$ cat config.mk
export PLATFORM = sky130hd
export DESIGN_NAME = serial_pair_tx_flat
export DESIGN_NICKNAME = d
export VERILOG_FILES = /design/src/rtl/serial_pair_pkg.sv /design/src/rtl/serial_pair_tx_if.sv /design/src/rtl/piso_shift.sv /design/src/rtl/serial_pair_tx.sv /design/src/flat_wrapper.sv
export SDC_FILE = /design/constraint.sdc
export NUM_CORES = 1
export LEC_CHECK = 0
export CORE_UTILIZATION = 25
export CTS_CLUSTER_SIZE = 8
export DETAILED_ROUTE_END_ITERATION = 10
export PLACE_DENSITY_LB_ADDON = 0.12
export SYNTH_ARGS = -nofsm -noshare
export SYNTH_HDL_FRONTEND = slang
export SYNTH_SLANG_ARGS = --single-unit
$ cat constraint.sdc
create_clock -name clk -period 3.55 [get_ports clk]
set_input_delay 0.8875 -clock clk [delete_from_list [all_inputs] [get_ports clk]]
set_output_delay 0.8875 -clock clk [all_outputs]
set_load 0.05 [all_outputs]
$ cat src/rtl/serial_pair_pkg.sv
// Shared types and constants for the x/y serial pair: transmitter FSM states,
// default operand width, counter sizing and the comparator result codes.
package serial_pair_pkg;

  typedef enum logic [1:0] {
    ST_IDLE  = 2'd0,
    ST_CLR   = 2'd1,
    ST_SHIFT = 2'd2
  } state_t;

  localparam int DEFAULT_WIDTH = 8;

  // Comparator `out` codes, shared with the downstream comparator and benches.
  localparam logic [1:0] CMP_EQ = 2'b00;
  localparam logic [1:0] CMP_GT = 2'b01;
  localparam logic [1:0] CMP_LT = 2'b10;

  function automatic int cnt_width(input int width);
    return (width < 2) ? 1 : $clog2(width);
  endfunction

endpackage

$ cat src/rtl/serial_pair_tx_if.sv
// Load handshake and serial output bundle of serial_pair_tx.
// Handshake: a word transfers on a rising edge where load_valid && load_ready;
// load_ready never depends on load_valid, and an unaccepted offer is simply dropped.
interface serial_pair_tx_if #(
  parameter int WIDTH = serial_pair_pkg::DEFAULT_WIDTH
);
  logic [WIDTH-1:0] a_in;
  logic [WIDTH-1:0] b_in;
  logic             load_valid;
  logic             load_ready;
  logic             x;
  logic             y;
  logic             clr;
  logic             frame;
  logic             last;
  logic             done;

  modport master (
    output a_in, b_in, load_valid,
    input  load_ready, x, y, clr, frame, last, done
  );

  modport slave (
    input  a_in, b_in, load_valid,
    output load_ready, x, y, clr, frame, last, done
  );
endinterface

$ cat src/rtl/piso_shift.sv
// Parallel-in/serial-out register. Direction: MSB-first by default, LSB-first
// when SERIAL_PAIR_TX_LSB_FIRST_EN is defined. Load has priority over shift.
module piso_shift #(
  parameter int WIDTH = 8
) (
  input  logic             clk,
  input  logic             rst,
  input  logic             i_load,
  input  logic             i_shift,
  input  logic [WIDTH-1:0] i_data,
  output logic             o_bit
);

  logic [WIDTH-1:0] r_sr;

  always_ff @(posedge clk or posedge rst) begin
    if (rst) begin
      r_sr <= '0;
    end else if (i_load) begin
      r_sr <= i_data;
    end else if (i_shift) begin
`ifdef SERIAL_PAIR_TX_LSB_FIRST_EN
      r_sr <= {1'b0, r_sr[WIDTH-1:1]};
`else
      r_sr <= {r_sr[WIDTH-2:0], 1'b0};
`endif
    end
  end

`ifdef SERIAL_PAIR_TX_LSB_FIRST_EN
  assign o_bit = r_sr[0];
`else
  assign o_bit = r_sr[WIDTH-1];
`endif

endmodule

$ cat src/rtl/serial_pair_tx.sv
// Transmit end of the x/y serial pair: accepts two operands, pulses clr, then
// shifts both out in lockstep with frame/last/done. Bit order: SERIAL_PAIR_TX_LSB_FIRST_EN.
module serial_pair_tx
  import serial_pair_pkg::*;
#(
  parameter int WIDTH = DEFAULT_WIDTH
) (
  input  logic              clk,
  input  logic              rst,
  serial_pair_tx_if.slave   bus,
  output state_t            o_dbg_state
);

  localparam int CW = cnt_width(WIDTH);

  state_t        r_state;
  state_t        w_state_nxt;
  logic [CW-1:0] r_cnt;
  logic [CW-1:0] w_cnt_nxt;
  logic          w_accept;
  logic          w_shift;
  logic          w_a_bit;
  logic          w_b_bit;
  logic          r_x;
  logic          r_y;
  logic          r_clr;
  logic          r_frame;
  logic          r_last;
  logic          r_done;

  assign w_accept = bus.load_valid && (r_state == ST_IDLE);
  // Every edge that lands in SHIFT consumes one bit from each shift register.
  assign w_shift  = (w_state_nxt == ST_SHIFT);

  piso_shift #(.WIDTH(WIDTH)) u_piso_a (
    .clk     (clk),
    .rst     (rst),
    .i_load  (w_accept),
    .i_shift (w_shift),
    .i_data  (bus.a_in),
    .o_bit   (w_a_bit)
  );

  piso_shift #(.WIDTH(WIDTH)) u_piso_b (
    .clk     (clk),
    .rst     (rst),
    .i_load  (w_accept),
    .i_shift (w_shift),
    .i_data  (bus.b_in),
    .o_bit   (w_b_bit)
  );

  always_comb begin
    w_state_nxt = r_state;
    w_cnt_nxt   = r_cnt;
    case (r_state)
      ST_IDLE: begin
        if (w_accept) begin
          w_state_nxt = ST_CLR;
          w_cnt_nxt   = CW'(WIDTH - 1);
        end
      end
      ST_CLR: begin
        w_state_nxt = ST_SHIFT;
      end
      ST_SHIFT: begin
        if (r_cnt == '0) begin
          w_state_nxt = ST_IDLE;
        end else begin
          w_cnt_nxt = r_cnt - CW'(1);
        end
      end
      default: begin
        w_state_nxt = ST_IDLE;
      end
    endcase
  end

  always_ff @(posedge clk or posedge rst) begin
    if (rst) begin
      r_state <= ST_IDLE;
      r_cnt   <= '0;
    end else begin
      r_state <= w_state_nxt;
      r_cnt   <= w_cnt_nxt;
    end
  end

  // Outputs are registered from the next-state view so they line up with the state they describe.
  always_ff @(posedge clk or posedge rst) begin
    if (rst) begin
      r_x     <= 1'b0;
      r_y     <= 1'b0;
      r_clr   <= 1'b0;
      r_frame <= 1'b0;
      r_last  <= 1'b0;
      r_done  <= 1'b0;
    end else begin
      r_x     <= w_shift & w_a_bit;
      r_y     <= w_shift & w_b_bit;
      r_clr   <= (w_state_nxt == ST_CLR);
      r_frame <= w_shift;
      r_last  <= w_shift && (w_cnt_nxt == '0);
      r_done  <= (r_state == ST_SHIFT) && (w_state_nxt == ST_IDLE);
    end
  end

  assign bus.load_ready = (r_state == ST_IDLE);
  assign bus.x          = r_x;
  assign bus.y          = r_y;
  assign bus.clr        = r_clr;
  assign bus.frame      = r_frame;
  assign bus.last       = r_last;
  assign bus.done       = r_done;
  assign o_dbg_state    = r_state;

endmodule

$ cat src/flat_wrapper.sv
// flat-port wrapper written by rule: the top's interface ports become plain ports
module serial_pair_tx_flat import serial_pair_pkg::*;
#(
  parameter int WIDTH = DEFAULT_WIDTH
)
  (clk, rst, o_dbg_state, bus_a_in, bus_b_in, bus_load_valid, bus_load_ready, bus_x, bus_y, bus_clr, bus_frame, bus_last, bus_done);
  serial_pair_tx_if #(.WIDTH(WIDTH)) bus_i ();
  input  logic clk;
  input  logic rst;
  output state_t o_dbg_state;
  input wire logic [$bits(bus_i.a_in)-1:0] bus_a_in;
  input wire logic [$bits(bus_i.b_in)-1:0] bus_b_in;
  input wire logic [$bits(bus_i.load_valid)-1:0] bus_load_valid;
  output wire logic [$bits(bus_i.load_ready)-1:0] bus_load_ready;
  output wire logic [$bits(bus_i.x)-1:0] bus_x;
  output wire logic [$bits(bus_i.y)-1:0] bus_y;
  output wire logic [$bits(bus_i.clr)-1:0] bus_clr;
  output wire logic [$bits(bus_i.frame)-1:0] bus_frame;
  output wire logic [$bits(bus_i.last)-1:0] bus_last;
  output wire logic [$bits(bus_i.done)-1:0] bus_done;
  assign bus_i.a_in = bus_a_in;
  assign bus_i.b_in = bus_b_in;
  assign bus_i.load_valid = bus_load_valid;
  assign bus_load_ready = bus_i.load_ready;
  assign bus_x = bus_i.x;
  assign bus_y = bus_i.y;
  assign bus_clr = bus_i.clr;
  assign bus_frame = bus_i.frame;
  assign bus_last = bus_i.last;
  assign bus_done = bus_i.done;
  serial_pair_tx #(.WIDTH(WIDTH)) u_core (.clk(clk), .rst(rst), .bus(bus_i), .o_dbg_state(o_dbg_state));
endmodule
**Word level (Yosys, flattened, before mapping)**

Index checks and enable logic that the tools add are counted.

- Add/sub/neg operators: 1
- Multipliers: 0
- Div/mod/pow operators: 0
- $lt $le $gt $ge: 0
- Equal/unequal tests: 4
- Shifts and indexed selects: 0
- Muxes and demuxes: 10
- Bitwise logic cells: 2
- Reduce and logical (&&, ||, !) cells: 8

Operator list:

| operator | number |
|---|---|
| $mux W8 | 4 |
| $logic_not A3 Y1 | 2 |
| $mux W3 | 2 |
| $pmux W2 S3 | 1 |
| $pmux W3 S2 | 1 |
| $eq A2 B1 Y1 const B | 2 |
| $eq A2 B2 Y1 const B | 2 |
| $logic_not A2 Y1 | 2 |
| $mux W2 | 2 |
| $logic_and A1 B1 Y1 | 3 |
| $sub A3 B1 Y3 const B | 1 |
| $and A1 B1 Y1 | 2 |
| $reduce_bool A2 Y1 | 1 |

- Register bits after elaboration: 27
- Latch bits: 0
- RAM bits: 0
- ROM bits: 0
- Bits of input ports: 19
- Logic and storage cells: 35
- Memories: 0

**Longest topological paths before layout**

Gate-level depths: netlist (run 1).

- Depth in word-level cells: 7
- Depth in mapped cells: 7
- Gate-level depth less buffers: 6

**By module**

A second synthesis (run 1) with hierarchy kept.

- Cells, all modules: 112
- Area total of the unflattened synthesis: 1233.7 µm²

Modules (own cells, without submodules):

| module | times used | cells an instance | area each (µm²) | sequential area each (µm²) |
|---|---|---|---|---|
| piso_shift | 2 | 35 | 372.9 | 200.2 |
| serial_pair_tx | 1 | 42 | 488.0 | 275.3 |

**Worst setup path after synthesis (run 1)**

Ideal clock, no wire load.

- Path kind: register -> output
- From: register u_core.r_state[1] (netlist: u_core.o_dbg_state[1])
- To: output bus_load_ready
- Arrival time: 1.471 ns
- Data required time: 2.663 ns
- Path slack: 1.191 ns
- Stages on the path, launching flop included: 3
- Path through: dfrtp_1 buf_6 nor2_1

- Word-level cells in the longest chain between the ends: 1

RTL lines:

| element | line | text |
|---|---|---|
| start: declaration | serial_pair_tx.sv:16 | `state_t r_state;` |
| start signal: assignment | serial_pair_tx.sv:84 | `r_state <= w_state_nxt;` |
| $logic_not A2 Y1 | serial_pair_tx.sv:108 | `assign bus.load_ready = (r_state == ST_IDLE);` |
| end: declaration | flat_wrapper.sv:14 | `output wire logic [$bits(bus_i.load_ready)-1:0] bus_load_ready;` |

No other way between the ends.

**Worst setup path in the final report (run 1)**

- From: register u_core.r_state[1] (netlist: u_core.o_dbg_state[1])
- To: output o_dbg_state[1]

RTL lines:

| element | line | text |
|---|---|---|
| end: declaration | flat_wrapper.sv:10 | `output state_t o_dbg_state;` |

No word-level cell between the ends.

==> summary.md, run 1 <==
| Metric | Value |
|---|---|
| Status | `completed` |
| Synth Area in Adders | `0.01949` |
| Critical path endpoint category | `primary output` |
| RePlAce Congestion | `0.6660` |
| Unique masters post-synth | `28` |
| Total Routing Usage GR | `0.09913` |
| Leakage | `0.7254 nW` |
| Drt pass-1 iters | `4` |
| Core Box Area | `4817 um2` |
| CTS Buffer Depth | `2` |
| Synth top area share | `0.5263` |
| Vias in the first global route | `854` |
| CTS root buf | `clkbuf_8` |
| Slowest-stage cell, CP | `clkdlybuf4s50_1` |
| Worst Setup Start Kind | `register` |
| Initial core utilization | `0.2665` |
| Mapped cell area | `1284 um2` |
| Final period util | `0.7604` |
| Hold Crit Class | `register to register` |
| Dominant cell type by area after synthesis | `dfrtp_1` |
| IO Pins | `28` |
| Final Hold Viols | `0` |
| Max-cap violation count | `0` |
| Largest net degree at the start of global routing | `28` |
| Max IR drop VDD | `0.0002662 V` |
| Worst EP arrival | `1.81 ns` |
| Top post-synthesis cells by area | `dfrtp_1 (53%), nand2_1 (8.5%), a22oi_1 (7.6%), buf_6 (3.5%), nand2b_4 (3.2%)` |
| Total detailed-routing wirelength | `2400 um` |
| GRT overflow | `0` |
| Synth warn | `0` |
| Hold buffers post-CTS | `0` |
| Worst stage delay on the critical path | `0.90 ns` |
| Clock latency at the later pin of the worst-skew pair | `0.27 ns` |
| Slew HR | `0.6420` |
| Post_cts resized | `0` |
| Total CTS buffers | `3` |
| ANT cells | `0` |
| Non-Filler Instances | `208` |
| Initial DRC Count | `47` |
| ANT nets after route | `0` |
| CP Buf/Inv Count | `1` |
| TritonCTS clock tree | `done` |
| CP Class | `register to primary output` |
| Nets | `163` |
| Die X | `73.66 um` |
| Via count | `880` |
| Mapped Avg Cell Area | `11.26 um2` |
| Area share of and/or/nand/nor cells after synthesis | `0.1998` |
| FF+latch count, synth | `27` |
| Area grow syn2layout | `28.07%` |
| Measured slew at the worst slew-check pin | `0.5350 ns` |
| CP required | `2.66 ns` |
| Most frequent cells in the layout | `nand2_1 (29), clkdlybuf4s50_1 (27), dfrtp_1 (27)` |
| Share of layout cells above drive strength 1 | `0.1277` |
| Initial antenna violation count | `0` |
| Critical-path cell list | `clkdlybuf4s50_1` |
| FP Rows | `25` |
| Mapped Cells | `114` |
| Placed wire-length estimate | `1716 um` |
| RSZ-0062 raised after global routing | `false` |
| Setup Fix Bufs, Post-CTS | `0` |
| First-pass GRT wire length | `4057 um` |
| # H-tree levels | `1` |
| Final TNS setup | `0 ns` |
| Placed Cells | `204` |
| Syn Nets | `135` |
| DRC viols | `0` |
| Post-Route Utilization | `0.3413` |
| Port Buffers | `27` |
| Die area | `5426 um2` |
| Largest delay contributor family on the critical path | `buffers and inverters` |
| Largest family of logic cells by synthesized area | `simple AND/OR/NAND/NOR gates` |
| Fmax | `370.5 MHz` |
| Post-synthesis mux area share | `0.02339` |
| Wire length per cell | `11.54 um` |
| Via density | `4.231` |
| # setup viols final | `0` |
| Die Y | `73.66 um` |
| Layout Skew | `0.001688 ns` |
| Synth Area in Compound Gates | `0.1793` |
| Pwr per Cell Area | `853.2 nW/um2` |
| Seq/Total Area, Yosys | `0.5263` |
| Commonest non-fill, non-tap cell in the layout | `nand2_1` |
| Post-Synth XOR/XNOR Area | `0` |
| Slew Viols, Final | `0` |
| CTS sink cnt | `27` |
| Worst-path clk slew | `0.10 ns` |
| CP max FO | `12` |
| Min Tclk post-route | `2.699 ns` |
-- through the flow --
stage	power [mW]	cell area (um2)	setup slack (ns)	hold slack (ns)
floorplan	1.112	1284	1.191	0.4372
global placement	1.242	1598	1.004	0.4563
detailed placement	1.248	1598	0.9600	0.4628
CTS	1.426	1644	0.8365	0.4868
global route	1.513	1644	0.7480	0.5130
finish	1.403	1644	0.8506	0.4819
-- cell usage after synthesis --
| library cell | instances |
|---|---|
| o21ai_2 | 1 |
| nor3b_4 | 1 |
| o21ai_0 | 1 |
| buf_2 | 2 |
| nor2b_1 | 2 |
| nand2b_1 | 3 |
| inv_1 | 3 |
| o21ai_4 | 1 |
| o21bai_1 | 1 |
| nor2_1 | 3 |
| and2b_4 | 1 |
| a31oi_1 | 1 |
| o2bb2ai_2 | 1 |
| nand2b_4 | 3 |
| nand2_1 | 29 |
| dfrtp_1 | 27 |
| a22oi_1 | 13 |
| o22ai_1 | 1 |
| a2111oi_4 | 1 |
| nand2_2 | 1 |
| ha_1 | 2 |
| nor3b_1 | 1 |
| a211oi_4 | 1 |
| mux2i_1 | 3 |
| buf_6 | 4 |
| o21ai_1 | 4 |
| nor2b_2 | 1 |
| and2_1 | 2 |
-- area by class of cell --
type,instances,area [um2]
flip-flops and latches,27,675.6
multi-input cells,78,541.8
inverters,3,11.26
well taps,67,83.83
fillers,507,3173
clock inverters,1,5.005
clock buffers,3,41.29
repair buffers,29,285.3
-- where the power goes --
part,switching (mW),internal [mW]
sequential,0.0966,0.442
clock,0.0978,0.0786
combinational,0.412,0.275
-- registers in the layout, indices dropped and copies added (netlist names) --
name and cells:
u_core.u_piso_a.r_sr 8, u_core.u_piso_b.r_sr 8, u_core.r_cnt 3, u_core.o_dbg_state 2, u_core.bus.clr 1, u_core.bus.done 1
u_core.bus.frame 1, u_core.bus.last 1, u_core.bus.x 1, u_core.bus.y 1
-- worst register-to-register path: cells and delay by family, from the launching register on --
family                     cells  cell delay [ns]
AOI/OAI and AO/OA              2             0.53
DFF                            1             0.38
adders and majority gates      1             0.25
muxes                          1             0.25
and+or+nand+nor                1             0.20
buffers and inverters          1             0.08
-- path summary, 6_finish.rpt --
| kind | from | cells after the start | to | slack [ns] |
|---|---|---|---|---|
| worst max-delay path | u_core.o_dbg_state[1]$_DFF_PP0_ | 1 | o_dbg_state[1] | 0.85 |
| worst min register to register | u_core.u_piso_a.r_sr[6]$_DFFE_PP0P_ | 2 | u_core.u_piso_a.r_sr[6]$_DFFE_PP0P_ | 0.48 |
| min in group asynchronous | rst | 3 | u_core.bus.y$_DFF_PP0_ | 0.97 |
| worst max register to register | u_core.r_cnt[0]$_DFF_PP0_ | 6 | u_core.u_piso_a.r_sr[1]$_DFFE_PP0P_ | 1.74 |
| max in group asynchronous | rst | 3 | u_core.r_cnt[0]$_DFF_PP0_ | 2.32 |
| worst min-delay path | u_core.u_piso_a.r_sr[6]$_DFFE_PP0P_ | 2 | u_core.u_piso_a.r_sr[6]$_DFFE_PP0P_ | 0.48 |
-- metal layers --
layer / GRT usage / part of all wire
met5: 0 / 0
met4: 0.03205 / 0.0079
met1: 0.1350 / 0.47
met2: 0.1539 / 0.48
met3: 0.02469 / 0.040
-- logic make-up after synthesis --
| kind of cell | Yosys count |
|---|---|
| AO/OA/AOI/OAI | 26 |
| adder cells (fa/ha/maj) | 2 |
| buffers and inverters | 9 |
| flip-flops | 27 |
| multiplexers | 3 |
| AND/OR/NAND/NOR | 47 |
No activity file was read; power rests on OpenSTA's default activity.
==> run 2: changes to the inputs <==
- clock period: 3.55 -> 2.7 ns (I/O delays scaled with it)
==> summary.md, run 2 (same netlist as run 1, synthesis figures left out) <==
| Metric | Value |
|---|---|
| Status | `completed` |
| Vias in the first global route | `847 (-0.82%)` |
| Final TNS setup | `0 ns (unchanged)` |
| Biggest regs | `u_core.u_piso_a.r_sr x8, u_core.u_piso_b.r_sr x8, u_core.r_cnt x3` |
| Worst-path clk slew | `0.09 ns (about the same)` |
| Die Y | `73.66 um (unchanged)` |
| Pint | `1.063 mW (+34%)` |
| Initial DRC Count | `36 (-23%)` |
| ANT nets after route | `0 (unchanged)` |
| Setup Fix Bufs, Post-CTS | `0 (unchanged)` |
| Measured slew at the worst slew-check pin | `0.5630 ns (+0.02796 ns)` |
| Reg power frac | `0.361 (-0.023)` |
| Core Box Area | `4817 um2 (unchanged)` |
| CTS root buf | `clkbuf_8` |
| Worst Setup Start Kind | `register` |
| Placed wire-length estimate | `1749 um (+1.9%)` |
| Wire length per cell | `12.12 um (+5.0%)` |
| Final Hold Viols | `0 (unchanged)` |
| Non-Filler Instances | `210 (+0.96%)` |
| Clock power share | `0.123 (-0.003)` |
| Hold buffers post-CTS | `0 (unchanged)` |
| Final period util | `0.8508` |
| Die X | `73.66 um (unchanged)` |
| Slew Viols, Final | `0 (unchanged)` |
| Max-cap violation count | `0 (unchanged)` |
| FP Rows | `25 (unchanged)` |
| Hold Crit Class | `register to register` |
| Area grow syn2layout | `29.24%` |
| Critical path endpoint category | `primary output` |
| Leakage | `0.7355 nW (+1.4%)` |
| Clock latency at the later pin of the worst-skew pair | `0.27 ns (about the same)` |
| Drt pass-1 iters | `4 (unchanged)` |
| Worst EP arrival | `1.62 ns (-0.19 ns)` |
| # H-tree levels | `1 (unchanged)` |
| Total Routing Usage GR | `0.1032 (+0.004100)` |
| Via density | `4.214 (-0.39%)` |
| Layout Skew | `0.004663 ns (+0.002975 ns)` |
| Max IR drop VDD | `0.0004054 V (+52%)` |
| Port Buffers | `27 (unchanged)` |
| CP required | `2.03 ns (-0.63 ns)` |
| DRC viols | `0 (unchanged)` |
| Die area | `5426 um2 (unchanged)` |
| ANT cells | `0 (unchanged)` |
| GRT overflow | `0 (unchanged)` |
| Commonest non-fill, non-tap cell in the layout | `nand2_1` |
| First-pass GRT wire length | `4229 um (+4.2%)` |
| Nets | `165 (+1.2%)` |
| Combinational Power Share | `0.517 (+0.027)` |
| # setup viols final | `0 (unchanged)` |
| Post_cts resized | `0 (unchanged)` |
| Share of layout cells above drive strength 1 | `0.1399 (+0.01220)` |
| Largest net degree at the start of global routing | `28 (unchanged)` |
| Layout fillers | `510 (+0.59%)` |
| IO Pins | `28 (unchanged)` |
| CP max FO | `5 (-7)` |
| Via count | `885 (+0.57%)` |
| Total detailed-routing wirelength | `2545 um (+6.0%)` |
| TritonCTS clock tree | `done` |
| Pwr per Cell Area | `1133 nW/um2 (+33%)` |
| Switching Share | `0.4346 (+0.002146)` |
| Most frequent cells in the layout | `nand2_1 (29), clkdlybuf4s50_1 (27), dfrtp_1 (27)` |
| Initial core utilization | `0.2665 (unchanged)` |
| RSZ-0062 raised after global routing | `false` |
| Psw | `0.8172 mW (+35%)` |
| Min Tclk post-route | `2.297 ns` |
| RePlAce Congestion | `0.8042 (+21%)` |
| CP Class | `register to primary output` |
| Total CTS buffers | `3 (unchanged)` |
| CTS sink cnt | `27 (unchanged)` |
| Slew HR | `0.6233 (-0.01871)` |
| CTS Buffer Depth | `2 (unchanged)` |
| Fmax | `435.3 MHz` |
| Placed Cells | `206 (+0.98%)` |
| Initial antenna violation count | `0 (unchanged)` |
| Reg2reg setup slack | `0.88 ns (-0.86 ns)` |
-- run 2: changes by cell type in the layout (fill, tap and decap cells not counted), sizes merged --
| cell | previous run | this run |
|---|---|---|
| buf | 2 | 4 |
-- run 2: area by class of cell --
cell class                      instances  area, um2  share of cell area
Inverter                                3      11.26            0.006787
Timing Repair Buffer                   31      300.3              0.1810
Clock buffer                            3      41.29             0.02489
Tap cell                               67      83.83             0.05053
Multi-Input combinational cell         78      541.8              0.3265
Clock inverter                          1      5.005            0.003017
Sequential cell                        27      675.6              0.4072
-- run 2: power by group through the flow --
stage	clock network (mW)	registers, mW	logic, mW
4_1_cts	0.242	0.680	0.987
3_5_place_dp	0	0.688	0.982
6_report	0.231	0.678	0.972
5_1_grt	0.260	0.704	1.06
3_3_place_gp	0	0.682	0.967
2_1_floorplan	0	0.805	0.658
-- run 2: path summary, 6_finish.rpt --
check	depth (start not counted)	startpoint	to
hold reg to reg	2	u_core.u_piso_b.r_sr[7]$_DFFE_PP0P_	u_core.u_piso_b.r_sr[7]$_DFFE_PP0P_
hold / removal	2	u_core.u_piso_b.r_sr[7]$_DFFE_PP0P_	u_core.u_piso_b.r_sr[7]$_DFFE_PP0P_
min in group asynchronous	3	rst	u_core.bus.x$_DFF_PP0_
setup / recovery	2	u_core.o_dbg_state[1]$_DFF_PP0_	bus_load_ready
setup reg to reg	6	u_core.r_cnt[0]$_DFF_PP0_	u_core.u_piso_a.r_sr[1]$_DFFE_PP0P_
max in group asynchronous	3	rst	u_core.r_cnt[2]$_DFF_PP0_
-- run 2: per-stage QoR --
stage                     cell area [um2]  hold slack (ns)    util  worst slack (ns)  power, mW
final                                1659           0.4817  0.3444            0.4029      1.880
after global routing                 1659           0.5171  0.3444            0.3235      2.023
after CTS                            1659           0.4860  0.3444            0.3831      1.909
after detailed placement             1613           0.4634  0.3348            0.5523      1.670
after global placement               1613           0.4533  0.3348            0.6133      1.649
after floorplan                      1284           0.4372       -            0.5540      1.463
-- run 2: layer usage --
layer | up-vias | wire length [um] | global-route usage
li1 | 443 | - | -
met4 | 0 | 20 | 0.03205
met3 | 2 | 106 | 0.02058
met5 | - | 0 | 0
met1 | 423 | 1315 | 0.1575
met2 | 17 | 1102 | 0.1448
-- run 2: worst max-delay path, stage by stage, from the launching register on --
cell,delay (ns)
dfrtp_1,0.44
nor2_1,0.11
clkdlybuf4s50_1,0.81
==> run 3: changes to the inputs <==
- PLACE_DENSITY_LB_ADDON: 0.12 -> 0.25
- SETUP_SLACK_MARGIN: default -> 0.5
==> summary.md, run 3 (same netlist as run 1, synthesis figures left out) <==
| Metric | Value |
|---|---|
| Met1 global-route usage | `0.1413 (-0.01623)` |
| Place WS | `0.4580 ns (-0.09428 ns)` |
| Die area | `5426 um2 (unchanged)` |
| Setup ws final | `0.6395 ns (+0.2366 ns)` |
| First-pass GRT wire length | `4188 um (-0.97%)` |
| Most frequent cells in the layout | `nand2_1 (29), dfrtp_1 (27), clkdlybuf4s50_1 (24)` |
| Clock latency at the later pin of the worst-skew pair | `0.27 ns (about the same)` |
| Status | `completed` |
| CTS root buf | `clkbuf_8` |
| Initial core utilization | `0.2665 (unchanged)` |
| Post-Route Utilization | `0.3452 (+0.0007790)` |
| Vias in the first global route | `914 (+7.9%)` |
| Die X | `73.66 um (unchanged)` |
| Worst hold slack | `0.4785 ns (-0.003151 ns)` |
| Worst EP arrival | `1.39 ns (-0.23 ns)` |
| Fmax | `485.3 MHz (+11%)` |
| GR Util met3 | `0.01097 (-0.009602)` |
| Total Routing Usage GR | `0.1003 (-0.002879)` |
| Drt pass-1 iters | `4 (unchanged)` |
| Hold Crit Class | `register to register` |
| Worst R2R Path Depth | `6 (unchanged)` |
| # H-tree levels | `1 (unchanged)` |
| Critical path endpoint category | `primary output` |
| Hold buffers post-CTS | `0 (unchanged)` |
| CTS sink cnt | `27 (unchanged)` |
| Min-delay src | `u_core.u_piso_b.r_sr[7]$_DFFE_PP0P_` |
| Reg2reg end | `u_core.u_piso_b.r_sr[1]$_DFFE_PP0P_` |
| Nets | `165 (unchanged)` |
| Slew Viols, Final | `0 (unchanged)` |
| ANT cells | `0 (unchanged)` |
| CTS Buffer Depth | `2 (unchanged)` |
| CP Class | `register to primary output` |
| R2r startpoint | `u_core.r_cnt[0]$_DFF_PP0_` |
| Measured slew at the worst slew-check pin | `0.5335 ns (-0.02946 ns)` |
| Max-cap violation count | `0 (unchanged)` |
| Layout fillers | `500 (-2.0%)` |
| FP Rows | `25 (unchanged)` |
| Final TNS setup | `0 ns (unchanged)` |
| Area grow syn2layout | `29.53%` |
| Register Area | `675.6 um2 (unchanged)` |
| Core Box Area | `4817 um2 (unchanged)` |
| TritonCTS clock tree | `done` |
| RePlAce Congestion | `0.7643 (-5.0%)` |
| CP Buf/Inv Count | `1 (unchanged)` |
| ANT nets after route | `0 (unchanged)` |
| Initial antenna violation count | `0 (unchanged)` |
| Setup Fix Bufs, Post-CTS | `0 (unchanged)` |
| DRC viols | `0 (unchanged)` |
| Grt met2 use | `0.1549 (+0.01019)` |
| Worst-path clk slew | `0.08 ns (about the same)` |
| Critical-path cell list | `clkdlybuf4s50_1` |
| Max IR drop VDD | `0.0003014 V (-26%)` |
| Slew HR | `0.6430 (+0.01972)` |
| CP max FO | `1 (-4)` |
| Min Tclk post-route | `2.061 ns (-0.2366 ns)` |
| Pwr per Cell Area | `1118 nW/um2 (-1.3%)` |
| Area of the multi-input gates | `541.8 um2 (unchanged)` |
| Largest net degree at the start of global routing | `28 (unchanged)` |
| Total CTS buffers | `3 (unchanged)` |
| Final Hold Viols | `0 (unchanged)` |
| Busiest grt layer | `met2` |
| Initial DRC Count | `36 (unchanged)` |
| WHS Endpoint | `u_core.u_piso_b.r_sr[7]$_DFFE_PP0P_` |
| IO Pins | `28 (unchanged)` |
| Total detailed-routing wirelength | `2433 um (-4.4%)` |
| Biggest regs | `u_core.u_piso_a.r_sr x8, u_core.u_piso_b.r_sr x8, u_core.r_cnt x3` |
| Port Buffers | `27 (unchanged)` |
| GRT overflow | `0 (unchanged)` |
| Wire length per cell | `11.59 um (-4.4%)` |
| Hold path cells | `2 (unchanged)` |
| Share of layout cells above drive strength 1 | `0.1399 (unchanged)` |
| Leakage | `0.7625 nW (+3.7%)` |
| Worst Setup Start Kind | `register` |
| Commonest non-fill, non-tap cell in the layout | `nand2_1` |
| Largest delay contributor family on the critical path | `buffers and inverters` |
| # setup viols final | `0 (unchanged)` |
| Placed wire-length estimate | `1748 um (about the same)` |
| Reg2reg setup slack | `0.86 ns (-0.02 ns)` |
| Final period util | `0.7632 (-0.08761)` |
| Via density | `4.195 (-0.45%)` |
| Via count | `881 (-0.45%)` |
| Slowest-stage cell, CP | `clkdlybuf4s50_1` |
| Worst stage delay on the critical path | `0.79 ns (-0.02 ns)` |
| RSZ-0062 raised after global routing | `false` |
| Layout Skew | `0.006891 ns (+0.002227 ns)` |
| CP required | `2.03 ns (about the same)` |
| Die Y | `73.66 um (unchanged)` |
-- run 3: changes by cell type in the layout (fill, tap and decap cells not counted) --
cell / delta
clkdlybuf4s50_1: -3
dlymetal6s2s_1: +2
dlygate4sd2_1: +1
-- run 3: timing repair --
item | 4_1_cts | 5_1_grt
resized for setup | 1 | 2
cloned | 0 | 0
endpoints found under the setup margin | 1 | 2
-- run 3: worst max path at each step --
stage	slack (ns)	from	cells after the start	end
floorplan	0.55	u_core.o_dbg_state[1]$_DFF_PP0_	2	bus_load_ready
global placement	0.51	bus_load_valid	5	u_core.u_piso_a.r_sr[0]$_DFFE_PP0P_
detailed placement	0.46	bus_load_valid	5	u_core.u_piso_a.r_sr[0]$_DFFE_PP0P_
CTS	0.51	u_core.o_dbg_state[0]$_DFF_PP0_	1	o_dbg_state[0]
global route	0.56	u_core.bus.x$_DFF_PP0_	1	bus_x
finish	0.64	u_core.bus.done$_DFF_PP0_	1	bus_done
-- run 3: routing by layer --
metal,vias up,share of wire
met5,-,0
met4,0,0.010
met3,2,0.031
met2,15,0.47
met1,420,0.49
li1,444,-
-- run 3: stage by stage --
| stage | cell area (um2) | power (mW) | cells |
|---|---|---|---|
| floorplan | 1284 | 1.463 | 114 |
| global placement | 1613 | 1.639 | 206 |
| detailed placement | 1613 | 1.663 | 206 |
| CTS | 1658 | 1.887 | 210 |
| global route | 1663 | 2.011 | 210 |
| finish | 1663 | 1.859 | 210 |
-- run 3: power breakdown --
| group | switching [mW] | leakage, nW | internal [mW] |
|---|---|---|---|
| clock | 0.119 | 0.0255 | 0.103 |
| sequential | 0.0897 | 0.336 | 0.582 |
| combinational | 0.594 | 0.401 | 0.371 |
-- run 3: area by class of cell --
type | count | area share
timing repair buffer | 31 | 0.1828
inverter | 3 | 0.006772
sequential | 27 | 0.4063
multi-input combinational | 78 | 0.3258
clock buffer | 3 | 0.02483
clock inverter | 1 | 0.003010
tap | 67 | 0.05041
-- run 3: worst reg2reg max path, delay by kind of cell, from the launching register on --
| kind | cells | cell delay (ns) |
|---|---|---|
| compound gates | 2 | 0.54 |
| flops | 1 | 0.37 |
| mux | 1 | 0.28 |
| fa+ha+maj | 1 | 0.26 |
| simple gates | 1 | 0.20 |
| buf+inv | 1 | 0.08 |
